File: src/rtl/game_flow_ctrl.sv
// Game sequencer: start/ready countdown, play with N lives and respawn, pause, end screens.
// Key decisions are taken on press edges; every output is registered from the next state.
module game_flow_ctrl #(
  parameter int LIVES         = 3,
  parameter int READY_TICKS   = 60,
  parameter int RESPAWN_TICKS = 30
) (
  input  logic       clk,
  input  logic       rst,
  input  logic [1:0] key,
  input  logic       frame_tick,
  input  logic       jump_fail,
  input  logic       time_elapsed,
  input  logic       character_landed,
  output logic       start_screen_en,
  output logic       blocks_en,
  output logic       time_bar_en,
  output logic       character_en,
  output logic       points_en,
  output logic       end_screen_en,
  output logic       pause_overlay_en,
  output logic       bg_color_select,
  output logic       jump_left,
  output logic       jump_right,
  output logic       timer_restart,
  output logic       timer_run,
  output logic       end_text_select,
  output logic       life_lost,
  output logic [3:0] lives_left
);

  localparam int MAX_TICKS = (READY_TICKS > RESPAWN_TICKS) ? READY_TICKS : RESPAWN_TICKS;
  localparam int CW        = (MAX_TICKS > 1) ? $clog2(MAX_TICKS) : 1;
  localparam logic [CW-1:0] READY_LAST   = CW'(READY_TICKS - 1);
  localparam logic [CW-1:0] RESPAWN_LAST = CW'(RESPAWN_TICKS - 1);
  localparam logic [3:0]    LIVES_INIT   = 4'(LIVES);

  typedef enum logic [3:0] {
    S_START   = 4'd0,
    S_PREPARE = 4'd1,
    S_READY   = 4'd2,
    S_IDLE    = 4'd3,
    S_JUMP_L  = 4'd4,
    S_JUMP_R  = 4'd5,
    S_FLY     = 4'd6,
    S_FALL    = 4'd7,
    S_RESPAWN = 4'd8,
    S_PAUSE   = 4'd9,
    S_END_T   = 4'd10,
    S_END_F   = 4'd11
  } state_e;

  state_e        state_q, state_d;
  logic [CW-1:0] cnt_q, cnt_d;
  logic [3:0]    lives_q, lives_d;
  logic [1:0]    key_q;
  logic          press_s, space_s, left_s, right_s;
  logic          game_s;

  assign press_s    = (key != 2'b00) && (key != key_q);
  assign space_s    = press_s && (key == 2'b11);
  assign left_s     = press_s && (key == 2'b01);
  assign right_s    = press_s && (key == 2'b10);
  assign lives_left = lives_q;

  // Next-state, tick counter and lives bookkeeping
  always_comb begin
    state_d = state_q;
    cnt_d   = cnt_q;
    lives_d = lives_q;
    case (state_q)
      S_START: begin
        if (space_s) state_d = S_PREPARE;
        else         state_d = S_START;
      end
      S_PREPARE: begin
        state_d = S_READY;
        lives_d = LIVES_INIT;
      end
      S_READY: begin
        if (frame_tick) begin
          if (cnt_q == READY_LAST) state_d = S_IDLE;
          else                     cnt_d   = cnt_q + CW'(1);
        end else begin
          cnt_d = cnt_q;
        end
      end
      S_IDLE: begin
        if (jump_fail)         state_d = S_FALL;
        else if (time_elapsed) state_d = S_END_T;
        else if (space_s)      state_d = S_PAUSE;
        else if (left_s)       state_d = S_JUMP_L;
        else if (right_s)      state_d = S_JUMP_R;
        else                   state_d = S_IDLE;
      end
      S_JUMP_L, S_JUMP_R: state_d = S_FLY;
      S_FLY: begin
        if (character_landed) state_d = S_IDLE;
        else                  state_d = S_FLY;
      end
      S_FALL: begin
        if (character_landed) begin
          // Saturating decrement keeps lives from wrapping if entered with zero
          lives_d = (lives_q != 4'd0) ? (lives_q - 4'd1) : 4'd0;
          state_d = (lives_q <= 4'd1) ? S_END_F : S_RESPAWN;
        end else begin
          state_d = S_FALL;
        end
      end
      S_RESPAWN: begin
        if (frame_tick) begin
          if (cnt_q == RESPAWN_LAST) state_d = S_READY;
          else                       cnt_d   = cnt_q + CW'(1);
        end else begin
          cnt_d = cnt_q;
        end
      end
      S_PAUSE: begin
        if (space_s) state_d = S_IDLE;
        else         state_d = S_PAUSE;
      end
      S_END_T, S_END_F: begin
        if (space_s) state_d = S_START;
        else         state_d = state_q;
      end
      default: state_d = S_START;
    endcase
    // Any state change restarts the counter, so a tick on the entry edge is never counted
    if (state_d != state_q) cnt_d = '0;
    else                    cnt_d = cnt_d;
  end

  assign game_s = (state_d != S_START) && (state_d != S_END_T) && (state_d != S_END_F);

  // State registers and outputs decoded from the state being entered
  always_ff @(posedge clk) begin
    if (rst) begin
      state_q          <= S_START;
      cnt_q            <= '0;
      lives_q          <= LIVES_INIT;
      key_q            <= 2'b00;
      start_screen_en  <= 1'b1;
      blocks_en        <= 1'b0;
      time_bar_en      <= 1'b0;
      character_en     <= 1'b0;
      points_en        <= 1'b0;
      end_screen_en    <= 1'b0;
      pause_overlay_en <= 1'b0;
      bg_color_select  <= 1'b0;
      jump_left        <= 1'b0;
      jump_right       <= 1'b0;
      timer_restart    <= 1'b0;
      timer_run        <= 1'b0;
      end_text_select  <= 1'b0;
      life_lost        <= 1'b0;
    end else begin
      state_q          <= state_d;
      cnt_q            <= cnt_d;
      lives_q          <= lives_d;
      key_q            <= key;
      start_screen_en  <= (state_d == S_START);
      blocks_en        <= game_s;
      time_bar_en      <= game_s;
      character_en     <= game_s;
      points_en        <= game_s;
      end_screen_en    <= (state_d == S_END_T) || (state_d == S_END_F);
      pause_overlay_en <= (state_d == S_PAUSE);
      bg_color_select  <= game_s;
      jump_left        <= (state_d == S_JUMP_L);
      jump_right       <= (state_d == S_JUMP_R);
      timer_restart    <= (state_d == S_PREPARE) ||
                          ((state_q == S_RESPAWN) && (state_d == S_READY));
      timer_run        <= (state_d == S_IDLE) || (state_d == S_JUMP_L) ||
                          (state_d == S_JUMP_R) || (state_d == S_FLY) || (state_d == S_FALL);
      end_text_select  <= (state_d == S_END_F);
      life_lost        <= (state_q == S_FALL) && character_landed;
    end
  end

endmodule

File: config.mk
export PLATFORM = sky130hd
export DESIGN_NAME = game_flow_ctrl
export DESIGN_NICKNAME = d
export VERILOG_FILES = /design/src/rtl/game_flow_ctrl.sv
export SDC_FILE = /design/constraint.sdc
export NUM_CORES = 1
export LEC_CHECK = 0
export ABC_AREA = 1
export BUFFER_PORTS_ARGS = -buffer_cell sky130_fd_sc_hd__buf_4
export CORE_MARGIN = 2
export CORE_UTILIZATION = 25
export DETAILED_ROUTE_END_ITERATION = 10
export HOLD_SLACK_MARGIN = 0.08
export PLACE_DENSITY = 0.38
export SLEW_MARGIN = 40
export SYNTH_ARGS = -nofsm -noshare
export SYNTH_HDL_FRONTEND = slang
export SYNTH_SLANG_ARGS = --single-unit
File: constraint.sdc
create_clock -name clk -period 2.98 [get_ports clk]
set_clock_uncertainty 0.2 [all_clocks]
set_input_delay 0.149 -clock clk [delete_from_list [all_inputs] [get_ports clk]]
set_output_delay 0.149 -clock clk [all_outputs]
set_load 0.1 [all_outputs]
# After elaboration in Yosys (flattened, before gate mapping)

Index checks and enable logic that the tools add are counted.

Bits in registers: 26
Input bits: 8
Output and inout port bits: 18
Word-level logic and storage cells: 102

Add/subtract/negate cells: 2
Order comparisons: 1
Equal/unequal tests: 35
Multiplexer cells: 24
Reduce and logical (&&, ||, !) cells: 26

Operator list:

| cell                                                                             | number |
|---|---|
| 4-bit 2-to-1 mux                                                                 | 12 |
| 4-bit one-hot mux with 10 select lines                                           | 1 |
| 4-bit by 3-bit equality test with 1-bit output, second input constant            | 8 |
| 4-bit equality test, second input constant                                       | 7 |
| 6-bit 2-to-1 mux                                                                 | 4 |
| 4-bit by 2-bit equality test with 1-bit output, second input constant            | 4 |
| 6-bit one-hot mux with 2 select lines                                            | 1 |
| 2-bit inequality test, second input constant                                     | 5 |
| 3-bit 2-to-1 mux                                                                 | 3 |
| 4-bit by 1-bit equality test with 1-bit output, second input constant            | 2 |
| 1-bit logical AND                                                                | 8 |
| 4-bit logical NOT                                                                | 2 |
| 4-bit inequality test, second input constant                                     | 2 |
| 4-bit one-hot mux with 2 select lines                                            | 1 |
| 4-bit nonzero test                                                               | 2 |
| 6-bit by 1-bit adder with 6-bit output, second input constant                    | 1 |
| 6-bit by 5-bit equality test with 1-bit output, second input constant            | 1 |
| 6-bit equality test, second input constant                                       | 1 |
| 1-bit logical OR                                                                 | 6 |
| 2-bit nonzero test                                                               | 3 |
| 2-bit OR reduction                                                               | 3 |
| 5-bit AND reduction                                                              | 1 |
| 2-bit equality test, second input constant                                       | 2 |
| 4-bit by 1-bit less-or-equal comparator with 1-bit output, second input constant | 1 |
| 7 further kinds                                                                  | 7 |

# Logic depth before layout (Yosys ltp)

Depth after elaboration: 14
Depth in mapped cells: 14
Mapped depth without buffers: 14

# Least setup slack after synthesis

Ideal clock, no wire load.

Path kind: register -> register
Start: register lives_q[2] (netlist: lives_left[2])
End: register cnt_q[0]
Library setup time: 64 ps
Arrival time: 2018 ps
Required time: 2716 ps
Slack: 698 ps
Stages on the path, launching flop included: 13
Buffers on the path: 0
Period minus slack after synthesis: 2282 ps
Path through: dfxtp_1 -> nor2_1 -> nand2_1 -> nand2_1 -> nand2_1 -> nand2_1 -> nor2_2 -> nand3_2 -> nand2_1 -> nand2_1 -> nor2_2 -> nand2_2 -> nor2_1

Longest elaborated chain between the ends: 6

RTL lines:

| item                                                      | line | text |
|---|---|---|
| start: declaration                                        | 55   | `logic [3:0] lives_q, lives_d;` |
| start signal: assignment                                  | 159  | `lives_q <= lives_d;` |
| 4-bit by 1-bit less-or-equal comparator with 1-bit output | 105  | `state_d = (lives_q <= 4'd1) ? S_END_F : S_RESPAWN;` |
| 2-bit 2-to-1 mux                                          | 105  |  |
| 4-bit 2-to-1 mux                                          | 102  | `if (character_landed) begin` |
| 4-bit one-hot mux with 10 select lines                    | 71   | `case (state_q)` |
| 4-bit inequality test                                     | 129  | `if (state_d != state_q) cnt_d = '0;` |
| 2-bit OR reduction (no source line)                       | -    |  |
| end signal: assignment                                    | 158  | `cnt_q <= cnt_d;` |
| end: declaration                                          | 54   | `logic [CW-1:0] cnt_q, cnt_d;` |

Every way passes these cells.
A chain may end at the register's enable or synchronous reset.

# Final worst setup path

Start: input key[1]
End: register cnt_q[3]

Longest elaborated chain between the ends: 11
Elaborated cells between the ends (all ways): 20
Classes of those cells: eq/ne: 5; mux: 9; reduce/logical: 6

RTL lines:

| item                                                        | line | text |
|---|---|---|
| start: declaration                                          | 10   | `input logic [1:0] key,` |
| 2-bit inequality test or 2-bit nonzero test (tied branches) | 60   | `assign press_s = (key != 2'b00) && (key != key_q);` |
| 1-bit logical AND                                           | 60   |  |
| 1-bit logical AND                                           | 63   | `assign right_s = press_s && (key == 2'b10);` |
| 3-bit 2-to-1 mux                                            | 93   | `else if (right_s) state_d = S_JUMP_R;` |
| 3-bit 2-to-1 mux                                            | 92   | `else if (left_s) state_d = S_JUMP_L;` |
| 4-bit 2-to-1 mux                                            | 91   | `else if (space_s) state_d = S_PAUSE;` |
| 4-bit 2-to-1 mux                                            | 90   | `else if (time_elapsed) state_d = S_END_T;` |
| 4-bit 2-to-1 mux                                            | 89   | `if (jump_fail) state_d = S_FALL;` |
| 4-bit one-hot mux with 10 select lines (*)                  | 71   |  |
| 4-bit inequality test (*)                                   | 129  |  |
| 2-bit OR reduction (no source line) (*)                     | -    |  |

Mark *: on every way between the ends. The rest lies on a longest branch, timed or not.

==> run_results.csv <==
group,metric,value,unit
critical_path,endpoint_kind,"register",
critical_path,r2r_end,"cnt_q[3]",
critical_path,cp_common_cell,"nand2_1",
power_and_ir_drop,vdd_drop_max,0.248,mV
synth,synthXorXnorAreaFrac,0.0299,
clock_tree,clock_sinks,26,
sta,hold_viol_final,0,
final_layout,nFillCells,645,
critical_path,crit_family,"simple AND/OR/NAND/NOR gates",
sta,setup_ws,0.965,ns
synth,synth_cells,221,
clock_tree,cts-root-buf,"clkbuf_8",
critical_path,critPathSlowestCell,"dlygate4sd3_1",
placement,routabilityCongestion,0.794,
route,drtIter0Drc,51,
critical_path,arrival,2.04,ns
sta,timing.slew.headroom,0.796,
final_layout,diodes,0,
critical_path,rrSetupSlack,1.05,ns
clock_tree,clk_path_buf_depth,2,
final_layout,seq_area,520,um2
critical_path,crit_type,"input pin to register",
die,io_pins,26,
critical_path,crit_required,3.00,ns
die,fp.coreArea,5570,um2
clock_tree,cts_htree_levels,1,
critical_path,path_cells,"dlygate4sd3_1, buf_4, inv_2, a211oi_4, nand2_1, o21ai_2, nand3_2, nand2_1, nand2_1, nor2_2, nand2_2, nor2_1",
final_layout,final_common_cell,"nand2_1",
synth,synth_cell_types,26,
placement,place_ws,1.01,ns
clock_tree,cts_tree,"done",
critical_path,crit_path_start_kind,"input pin",
die,die_w,80.6,um
worst_hold_path,holdCritStartpoint,"time_elapsed",
sta,hold_slack,0.154,ns
route,drc,0,
route,viasPerCell,4.27,
grt,grt_pass1_wl,6.11,mm
final_layout,drive_above_1_share,0.216,
sta,period_needed,2.02,ns
final_layout,final_cell_mix,"nand2_1, nor2_1, inv_1",
sta,rsz0062_at_grt,"no",
grt,grt_overflow_total,0,
synth,yosys_register_bits,26,
route,wl_per_cell,11.0,um
die,num_rows,27,
synth,seq_area_frac_synth,0.355,
flow_run,cap_viol_max_count,0,
route,ant_nets,0,
route,drt-pass1-iter-count,4,
die,initial_core_util,0.263,
grt,track_usage,0.121,
grt,grt_pass1_vias,1285,
synth,syn-num-nets,231,
synth,yosys.area_share.simple,0.398,
synth,synth_compound_area_frac,0.0845,
clock_tree,cts_resized,0,
synth,synth_area,1470,um2
die,die_y,80.6,um
synth,synth_mux_area_frac,0,
critical_path,crit_fanout,6,
critical_path,r2r-start,"cnt_q[0]",
placement,hpwl,2.89,mm
sta,tightestPinTransition,0.306,ns
synth,syn_area_per_cell,6.63,um2
worst_hold_path,hold_path_depth,6,
critical_path,max_stage_delay,0.52,ns
synth,synth-adder-area-share,0.0171,
synth,yosysWarningCount,0,
power_and_ir_drop,power_leakage,0.875,nW
final_layout,layout.nets,261,
synth,synthArstFlopShare,0,
sta,finalSetupViolCount,0,
status,status,"completed",
clock_tree,clock_latency,0.27,ns
worst_hold_path,holdCritPathClass,"input pin to register",
final_layout,area_growth,24.9,%
die,dieArea,6490,um2
route,vias,1375,
critical_path,ff2ff_path_depth,9,
clock_tree,clk_pin_slew_worst_paths,0.10,ns
placement,port_buffers,25,
route,postRouteWirelength,3.55,mm
synth,synth_edf_count,0,
clock_tree,cts_buffers,3,
sta,post-route-period-util,0.676,
power_and_ir_drop,power_density,502,nW/um2
sta,fin_setup_tns,0,ns
worst_hold_path,hold_path_end,"timer_run",
sta,fmax,0.496,GHz
grt,grt_max_degree,16,
final_layout,multi_input_area,776,um2
critical_path,path_buf_inv,3,
grt,antenna_found_initial,0,
sta,slew_viol_final,0,
synth,synthFlopType,"dfxtp_1",
synth,synth_top_family_by_area,"simple AND/OR/NAND/NOR gates",
==> registers in the layout, summed over array words and instances (netlist names) <==
signal / flops
cnt_q: 6
lives_left: 4
state_q: 4
key_q: 2
bg_color_select: 1
end_screen_en: 1
end_text_select: 1
jump_left: 1
jump_right: 1
life_lost: 1
pause_overlay_en: 1
start_screen_en: 1
timer_restart: 1
timer_run: 1
==> how the worst max path moves through the flow <==
stage / from / endpoint / cells after the start / slack [ns]
after CTS: key[1] / cnt_q[0] / 12 / 0.93
after global placement: cnt_q[0] / cnt_q[3] / 9 / 0.98
final: key[1] / cnt_q[3] / 12 / 0.96
after global routing: key[0] / cnt_q[3] / 13 / 0.74
after detailed placement: cnt_q[0] / cnt_q[2] / 9 / 1.01
after floorplan: lives_left[2] / cnt_q[0] / 12 / 0.70
==> routing by layer <==
layer,wire length (um),vias to the layer above,GRT usage
li1,-,744,-
met3,141,2,0.0146
met1,1690,603,0.163
met5,0,-,0
met4,23,0,0.0356
met2,1700,26,0.200
==> final cells by class <==
| type | instances | share of cell area |
|---|---|---|
| Multi-Input combinational cell | 154 | 0.424 |
| Clock inverter | 1 | 0.0164 |
| Timing Repair Buffer | 30 | 0.130 |
| Inverter | 36 | 0.0738 |
| Clock buffer | 3 | 0.0226 |
| Tap cell | 72 | 0.0492 |
| Sequential cell | 26 | 0.284 |
==> logic make-up after synthesis <==
| logic type | Yosys count |
|---|---|
| AND/OR/NAND/NOR | 129 |
| buffers and inverters | 41 |
| flip-flops | 26 |
| AO/OA/AOI/OAI | 18 |
| XOR/XNOR | 5 |
| adder cells (fa/ha/maj) | 2 |
==> synth_stat cells, types with 4 or more instances <==
library cell / count / area (um2)
a21oi_1: 6 / 30.0
nor2_2: 5 / 31.3
inv_1: 29 / 109
nand2_2: 4 / 25.0
o21ai_0: 4 / 20.0
inv_2: 7 / 26.3
nor3_1: 6 / 30.0
dfxtp_1: 26 / 521
nand3_1: 9 / 45.0
nor2_1: 37 / 139
nand4_1: 6 / 37.5
buf_4: 4 / 30.0
nand2_1: 54 / 203
==> metrics by stage <==
stage          power (W)   util  std cells  area (um2)
2_1_floorplan   0.000580      -        221        1470
3_3_place_gp    0.000629  0.307        313        1710
3_5_place_dp    0.000626  0.307        313        1710
4_1_cts         0.000942  0.328        322        1830
5_1_grt         0.000972  0.328        322        1830
6_report        0.000920  0.328        322        1830
==> worst register-to-register path, cell delays in order, from the launching register on <==
cell and delay (ns):
dfxtp_1 0.43, ha_1 0.21, nand4_1 0.16, a21oi_2 0.22, nand3_2 0.13, nand2_1 0.08
nand3_1 0.08, nor2_1 0.14, nand2_2 0.13, nor2_1 0.10
==> power breakdown <==
| part | switching, W | leakage, nW | internal, W |
|---|---|---|---|
| Clock | 0.000120 | 0.0357 | 0.000180 |
| Sequential | 0.0000113 | 0.211 | 0.000359 |
| Combinational | 0.000189 | 0.628 | 0.0000604 |
| Total | 0.000320 | 0.875 | 0.000599 |
==> what timing repair did <==
action | CTS | global route
endpoints found under the hold margin | 13 | 0
setup buffers | 0 | 0
hold buffers | 5 | 0
No activity file was read; power rests on OpenSTA's default activity.
